[src/rtl/tumble_board.sv]
// tumble_board: Turing Tumble style ball board.
// Two ball reservoirs with lever triggers feed a tray, with a bit cell
// (toggle) and an interceptor (latching stop) alongside.
// Optional feature macro: TUMBLE_TRAY_EN. When it is defined the tray
// counter is built. When it is undefined, tray_amount is tied to 0.
// Every output is a register, so each one follows its cause by one cycle.
module tumble_board #(
  parameter int   BLUE_COUNT = 8,
  parameter int   RED_COUNT  = 8,
  parameter int   CNT_W      = 5,
  parameter logic BIT_INIT   = 1'b0
) (
  input  logic             clk,
  input  logic             rst,
  input  logic             blue_trigger,
  input  logic             red_trigger,
  output logic             blue_ball,
  output logic             red_ball,
  output logic             no_balls,
  output logic             current_color,
  output logic [CNT_W-1:0] tray_amount,
  input  logic             bit_in_l,
  input  logic             bit_in_r,
  output logic             bit_out_l,
  output logic             bit_out_r,
  output logic             bit_state,
  input  logic             icpt_in_l,
  input  logic             icpt_in_r,
  output logic             icpt_full,
  output logic             stopped
);

  logic [CNT_W-1:0] r_blueCnt;
  logic [CNT_W-1:0] r_redCnt;
  logic             r_blueBall;
  logic             r_redBall;
  logic             r_noBalls;
  logic             r_icptFull;
  logic             r_stopped;
  logic             r_curColor;
  logic             r_bitState;
  logic             r_bitOutL;
  logic             r_bitOutR;

  logic             w_blueSel;
  logic             w_redSel;
  logic             w_blueRel;
  logic             w_redRel;
  logic             w_empty;
  logic             w_noBallsNext;
  logic             w_icptNext;
  logic             w_bitArrive;

  // Trigger arbitration: blue wins a tie, a stopped board ignores both levers,
  // and a lever that finds its reservoir empty raises the empty condition
  always_comb begin
    w_blueSel     = blue_trigger & ~r_stopped;
    w_redSel      = red_trigger & ~blue_trigger & ~r_stopped;
    w_blueRel     = w_blueSel & (r_blueCnt != '0);
    w_redRel      = w_redSel & (r_redCnt != '0);
    w_empty       = (w_blueSel & (r_blueCnt == '0)) | (w_redSel & (r_redCnt == '0));
    w_noBallsNext = r_noBalls | w_empty;
    w_icptNext    = r_icptFull | icpt_in_l | icpt_in_r;
    w_bitArrive   = bit_in_l | bit_in_r;
  end

  // Reservoirs, release pulses, colour and the sticky stop flags
  always_ff @(posedge clk) begin
    if (rst) begin
      r_blueCnt  <= CNT_W'(BLUE_COUNT);
      r_redCnt   <= CNT_W'(RED_COUNT);
      r_blueBall <= 1'b0;
      r_redBall  <= 1'b0;
      r_noBalls  <= 1'b0;
      r_icptFull <= 1'b0;
      r_stopped  <= 1'b0;
      r_curColor <= 1'b0;
    end else begin
      r_blueBall <= w_blueRel;
      r_redBall  <= w_redRel;
      r_noBalls  <= w_noBallsNext;
      r_icptFull <= w_icptNext;
      r_stopped  <= w_noBallsNext | w_icptNext;
      if (w_blueRel) begin
        r_blueCnt  <= r_blueCnt - 1'b1;
        r_curColor <= 1'b0;
      end else if (w_redRel) begin
        r_redCnt   <= r_redCnt - 1'b1;
        r_curColor <= 1'b1;
      end
    end
  end

  // Bit cell: a ball from either side flips the state and exits toward the
  // side given by the old state (0 sends right, 1 sends left)
  always_ff @(posedge clk) begin
    if (rst) begin
      r_bitState <= BIT_INIT;
      r_bitOutL  <= 1'b0;
      r_bitOutR  <= 1'b0;
    end else begin
      r_bitOutL <= w_bitArrive & r_bitState;
      r_bitOutR <= w_bitArrive & ~r_bitState;
      if (w_bitArrive) begin
        r_bitState <= ~r_bitState;
      end
    end
  end

`ifdef TUMBLE_TRAY_EN
  logic [CNT_W-1:0] r_tray;

  // Tray counter: one more ball per release, holding at all-ones
  always_ff @(posedge clk) begin
    if (rst) begin
      r_tray <= '0;
    end else if ((w_blueRel | w_redRel) && (r_tray != '1)) begin
      r_tray <= r_tray + 1'b1;
    end
  end

  assign tray_amount = r_tray;
`else
  assign tray_amount = '0;
`endif

  assign blue_ball     = r_blueBall;
  assign red_ball      = r_redBall;
  assign no_balls      = r_noBalls;
  assign current_color = r_curColor;
  assign bit_out_l     = r_bitOutL;
  assign bit_out_r     = r_bitOutR;
  assign bit_state     = r_bitState;
  assign icpt_full     = r_icptFull;
  assign stopped       = r_stopped;

endmodule

[config.mk]
export PLATFORM = sky130hd
export DESIGN_NAME = tumble_board
export DESIGN_NICKNAME = d
export VERILOG_FILES = /design/src/rtl/tumble_board.sv
export SDC_FILE = /design/constraint.sdc
export NUM_CORES = 1
export LEC_CHECK = 0
export CORE_MARGIN = 1.5
export CORE_UTILIZATION = 45
export CTS_CLUSTER_DIAMETER = 150
export DETAILED_ROUTE_END_ITERATION = 6
export PLACE_DENSITY = 0.84
export SLEW_MARGIN = 40
export SYNTH_ARGS = -nofsm -noshare
export SYNTH_HDL_FRONTEND = slang
export SYNTH_SLANG_ARGS = --single-unit
export TNS_END_PERCENT = 5
[constraint.sdc]
create_clock -name clk -period 5.4 [get_ports clk]
set_clock_uncertainty 0.1 [all_clocks]
set_input_delay 1.35 -clock clk [delete_from_list [all_inputs] [get_ports clk]]
set_output_delay 1.35 -clock clk [all_outputs]
set_load 0.05 [all_outputs]
==> summary.txt <==
Finish
  • Most frequent cells in the layout: dfxtp_1, clkdlybuf4s50_1, a21oi_1, inv_1
  • Nets@finish: 122
  • # fillers: 173
  • Share of layout cells above drive strength 1: 0.0636
  • Synthesis-to-layout area growth: 20.8%
  • Antenna fix cells: 0
  • Commonest non-fill, non-tap cell in the layout: dfxtp_1

Synthesis
  • Main synth FF type: dfxtp_1
  • Post-Synthesis Cell Area: 861 um^2
  • Post-synthesis cell count: 95
  • Post-synth EDFFs: 0
  • Ys Warns: 0
  • Flops & latches, synth: 19
  • Seq/Total Area, Yosys: 0.442
  • Distinct cell type count of the synthesized netlist: 32
  • Share of flip-flops with an asynchronous set or reset: 0
  • Mean post-synth cell area: 9.06 um^2

Power
  • Power Density: 292 mW/mm^2
  • Leakage: 0.394 nW
  • Tot Pwr: 0.304 mW
  • Maximum vdd drop: 0.000172 V

Floorplanning
  • Die Wd: 46.7 um
  • Site row count: 15
  • Die height: 46.7 um
  • Die area: 0.00218 mm^2
  • Total core area: 0.00176 mm^2
  • Starting density of the core: 0.488
  • I/O Pins: 22

Run
  • Max cap viols: 0

Setup path
  • Critical path arrival: 1530 ps
  • Worst Setup End Kind: output port
  • Worst setup path category: reg -> out
  • CP Launch Type: flip-flop
  • Crit path buf inv count: 1
  • Cell-by-cell trace of the critical path: clkdlybuf4s50_1
  • Critical path data required time: 3950 ps
  • Critical path fanouts, max: 5
  • Crit path largest cell delay: 830 ps
  • Delay-heaviest family, CP: buffers and inverters
  • Critical-path top delay cell: clkdlybuf4s50_1

Routing
  • DRC Markers: 0
  • Initial DRC count: 10
  • First-pass DRT Iterations: 4
  • Vias: 712
  • Routed WL: 1530 um
  • WL per Instance: 11.3 um
  • Number of vias per cell: 5.27
  • Routed Antenna Nets: 0

CTS
  • Max Root-Sink Buffers: 2
  • CTS root buf: clkbuf_4
  • # resized after CTS: 0
  • Hold_buf cts: 0
  • Post-CTS Setup Bufs: 0
  • CTS Sinks: 19
  • Worst-path clk slew: 100 ps
  • TritonCTS Buffers: 3
  • CTS tree: done
  • Worst-Skew Late Latency: 290 ps
  • Htree depth: 1

STA
  • Pins Over Slew Limit: 0
  • Minimum clock period: 2980 ps
  • Rel. slew slack: 0.492
  • Fin Hold WS: 356 ps
  • Measured slew at the worst slew-check pin: 760 ps
  • Post-route setup slack: 2420 ps
  • Total negative slack: 0 ps
  • Final Hold Fails: 0
  • Fmax: 0.335 GHz
  • Final setup vio count: 0
  • RSZ-0062 raised after global routing: false
  • Tcrit/Tclk final: 0.553

Global routing
  • Initial antenna violation count: 0
  • Total track usage: 0.164
  • Largest net degree at the start of global routing: 22
  • GRT overflow: 0
  • First-pass GRT wire length: 2530 um
  • Vias in the first global route: 617

Hold path
  • Worst hold path type: reg -> reg

Placed design
  • Pre-CTS setup slack: 2300 ps
  • Dpl hpwl: 1130 um
  • Number of port buffers: 16
  • Gp weighted congestion: 0.794

Run status
  • Status: completed
cell usage after synthesis, types with 2 or more instances:
cell type  number  share of area
a21oi_1         9          0.052
buf_4           5          0.044
a311oi_1        2          0.020
nor4b_1         2          0.020
nor3_1          6          0.035
nor3b_1         3          0.026
nand3_1         2          0.012
clkbuf_1        2         0.0087
dfxtp_1        19           0.44
or3_1           3          0.022
ha_1            3          0.044
o21ai_0         6          0.035
or4_1           3          0.026
inv_1           7          0.031
nor2_1          6          0.026
power by group:
part,switching (mW),leakage (nW),total (mW),internal [mW]
Clock,0.0407,0.0150,0.0695,0.0287
Sequential,0.00806,0.156,0.158,0.150
Combinational,0.0475,0.223,0.0760,0.0285
Total,0.0963,0.394,0.304,0.207
sequential cells by signal, indices dropped and copies added, names as in the netlist:
name	flops
r_blueCnt	5
r_redCnt	5
bit_out_l	1
bit_out_r	1
bit_state	1
blue_ball	1
current_color	1
icpt_full	1
no_balls	1
red_ball	1
stopped	1
worst paths after layout:
kind,startpoint,to,slack (ps),depth (start not counted)
worst max-delay path,stopped$_SDFF_PP0_,stopped,2420,1
worst min register to register,r_redCnt[4]$_SDFFE_PP0P_,r_redCnt[4]$_SDFFE_PP0P_,360,2
worst min-delay path,r_redCnt[4]$_SDFFE_PP0P_,r_redCnt[4]$_SDFFE_PP0P_,360,2
worst max register to register,r_redCnt[0]$_SDFFE_PP0P_,stopped$_SDFF_PP0_,3540,5
cells by family (layout without fill, tap and decap cells):
kind of cell,after synthesis,after routing,share of synthesized area
AOI/OAI and AO/OA,21,21,0.153
buffers and inverters,16,27,0.0930
xor gates and xnor gates,1,1,0.0102
DFF,19,19,0.442
other,1,5,0.00436
and+or+nand+nor,34,34,0.254
adders and majority gates,3,3,0.0436
through the flow:
step / utilization / cell area (um^2) / cells
detailed placement: 0.574 / 1010 / 131
floorplan: - / 876 / 99
global placement: 0.574 / 1010 / 131
global route: 0.589 / 1040 / 135
CTS: 0.589 / 1040 / 135
finish: 0.589 / 1040 / 135
cell type report:
class                      count  area, um^2  share of cell area
multi-input combinational     64         415               0.400
inverter                       7        26.3              0.0253
sequential                    19         380               0.366
clock buffer                   4        26.3              0.0253
timing repair buffer          16         160               0.154
tap                           25        31.3              0.0301
per-layer routing:
metal  GRT usage  up-vias  part of all wire
li1            -      360                 -
met5           0        -                 0
met4      0.0500        0            0.0085
met1       0.191      327              0.46
met3      0.0692        2             0.052
met2       0.278       23              0.48
Note: power is estimated with default switching activity, not from simulation.
==> patch: new RTL, same flow settings <==
The parameter `CNT_W` goes from 5 to 10.
--- a/src/rtl/tumble_board.sv
+++ b/src/rtl/tumble_board.sv
@@ -7,7 +7,7 @@
 module tumble_board #(
   parameter int   BLUE_COUNT = 8,
   parameter int   RED_COUNT  = 8,
-  parameter int   CNT_W      = 5,
+  parameter int   CNT_W      = 10,
   parameter logic BIT_INIT   = 1'b0
 ) (
   input  logic             clk,
Interface: changed (resized tray_amount); port bits go from 22 to 27. No check against the original RTL was run, so the function may have changed too.
==> patch against the unedited design <==
  * Synthesized area up 58%
  * Power up 75%
  * Wire length up 80%
  * Via count up 63%
  * Hold slack better by 41 ps
  * Design area up 53%
  * Worst setup slack worse by 140 ps
  * Die area up 54%
  * Non-clock buffer count unchanged
  * Maximum frequency down 4.6%
  * Register-to-register slack worse by 90 ps
  * Sequential cell count up 10
==> patch: results (changes against the unedited design) <==
outcome complete, no violations (unchanged); fin cells 204 (was 135); clock network latency to the later pin of the worst-skew pair 320 ps (was 290 ps); syn avg cell area 8.93 um^2 (was 9.06 um^2); Regs by FF count r_blueCnt: 10 flops, r_redCnt: 10 flops (was r_blueCnt: 5 flops, r_redCnt: 5 flops); total CTS buffers 5 (was 3); hpwl dp 1.96 mm (was 1.13 mm); H-tree level count 2 (was 1); fill count 262 (was 173); DR iter-0 viols 48 (was 10); Max VDD drop 225 uV (was 172 uV); Post-synth top flop dfxtp_1 (unchanged); vias in the first global route 1078 (was 617); # nets final 182 (was 122); Max stage delay on crit path 590 ps (was 830 ps); Distinct cells, synth 40 (was 32); CP Max Fanout 7 (was 5); family with the most delay on the worst path simple AND/OR/NAND/NOR gates (was buffers and inverters); global-route wire length before repair 4.55 mm (was 2.53 mm); 1st-pass router iterations 6 (was 4); Synth area leaders dfxtp_1 43%, buf_4 5.5%, nor2_1 5.0% (was dfxtp_1 44%, a21oi_1 5.2%, buf_4 4.4%); R2R setup slack 3450 ps (was 3540 ps); post-place setup slack 1920 ps (was 2300 ps); placed cell areas 1510 um^2 (was 1010 um^2); drt wl/cell 13.4 um (was 11.3 um); pwr/cell area 334 nW/um^2 (was 292 nW/um^2); vias per inst 5.69 (was 5.27); share of layout cells above drive strength 1 6.94% (was 6.36%); Slew @ Worst Pin 550 ps (was 760 ps); top cells by count, synth 29 x dfxtp_1, 18 x nor2_1, 10 x buf_4, 8 x a21oi_1, 8 x o21ai_0 (was 19 x dfxtp_1, 9 x a21oi_1, 7 x inv_1); critical path arrival 3280 ps (was 1530 ps); largest net degree at the start of global routing 24 (was 22); GPL Wtd Cong 0.832 (was 0.794); worst hold margin 397 ps (was 356 ps)
## patch: worst paths after layout
kind,from,end,depth (start not counted)
hold reg to reg,r_redCnt[8]$_SDFFE_PP0P_,r_redCnt[8]$_SDFFE_PP0P_,2
setup / recovery,blue_trigger,r_blueCnt[5]$_SDFFE_PP0P_,5
hold / removal,r_redCnt[8]$_SDFFE_PP0P_,r_redCnt[8]$_SDFFE_PP0P_,2
setup reg to reg,r_redCnt[0]$_SDFFE_PP0P_,r_redCnt[7]$_SDFFE_PP0P_,6
## patch: final cells by class
type,count,share of cell area (%)
Multi-Input combinational cell,115,44.7
Sequential cell,29,36.6
Timing Repair Buffer,16,9.77
Clock buffer,7,3.47
Tap cell,31,2.44
Clock inverter,1,1.89
Inverter,5,1.18
## patch: metal layers
layer,up-vias,global-route usage [%],part of all wire (%),wire [um]
met2,36,30.2,51,1380
li1,569,-,-,-
met4,0,8.97,1.8,49
met5,-,0,0,0
met3,7,4.69,4.7,129
met1,548,20.6,43,1180
## patch: kinds of logic (layout without fill, tap and decap cells)
kind of cell / Yosys count / in the layout / synth area share (%)
AND/OR/NAND/NOR: 62 / 62 / 26.8
AO/OA/AOI/OAI: 33 / 33 / 15.6
flip-flops: 29 / 29 / 42.8
buffers and inverters: 17 / 29 / 7.47
XOR/XNOR: 7 / 7 / 4.52
adder cells (fa/ha/maj): 2 / 2 / 1.84
other: 1 / 10 / 0.276
multiplexers: 1 / 1 / 0.737
## patch: worst reg2reg max path: stages, from the launching register on
cell and delay [ps]:
dfxtp_1 360, inv_1 70, ha_1 240, or4b_1 450
o211ai_1 370, or4b_1 190, a21oi_1 60
## patch: where the power goes
part	internal [mW]	switching, mW
combinational	0.0363	0.0671
clock	0.111	0.0766
sequential	0.228	0.0127
total	0.375	0.156
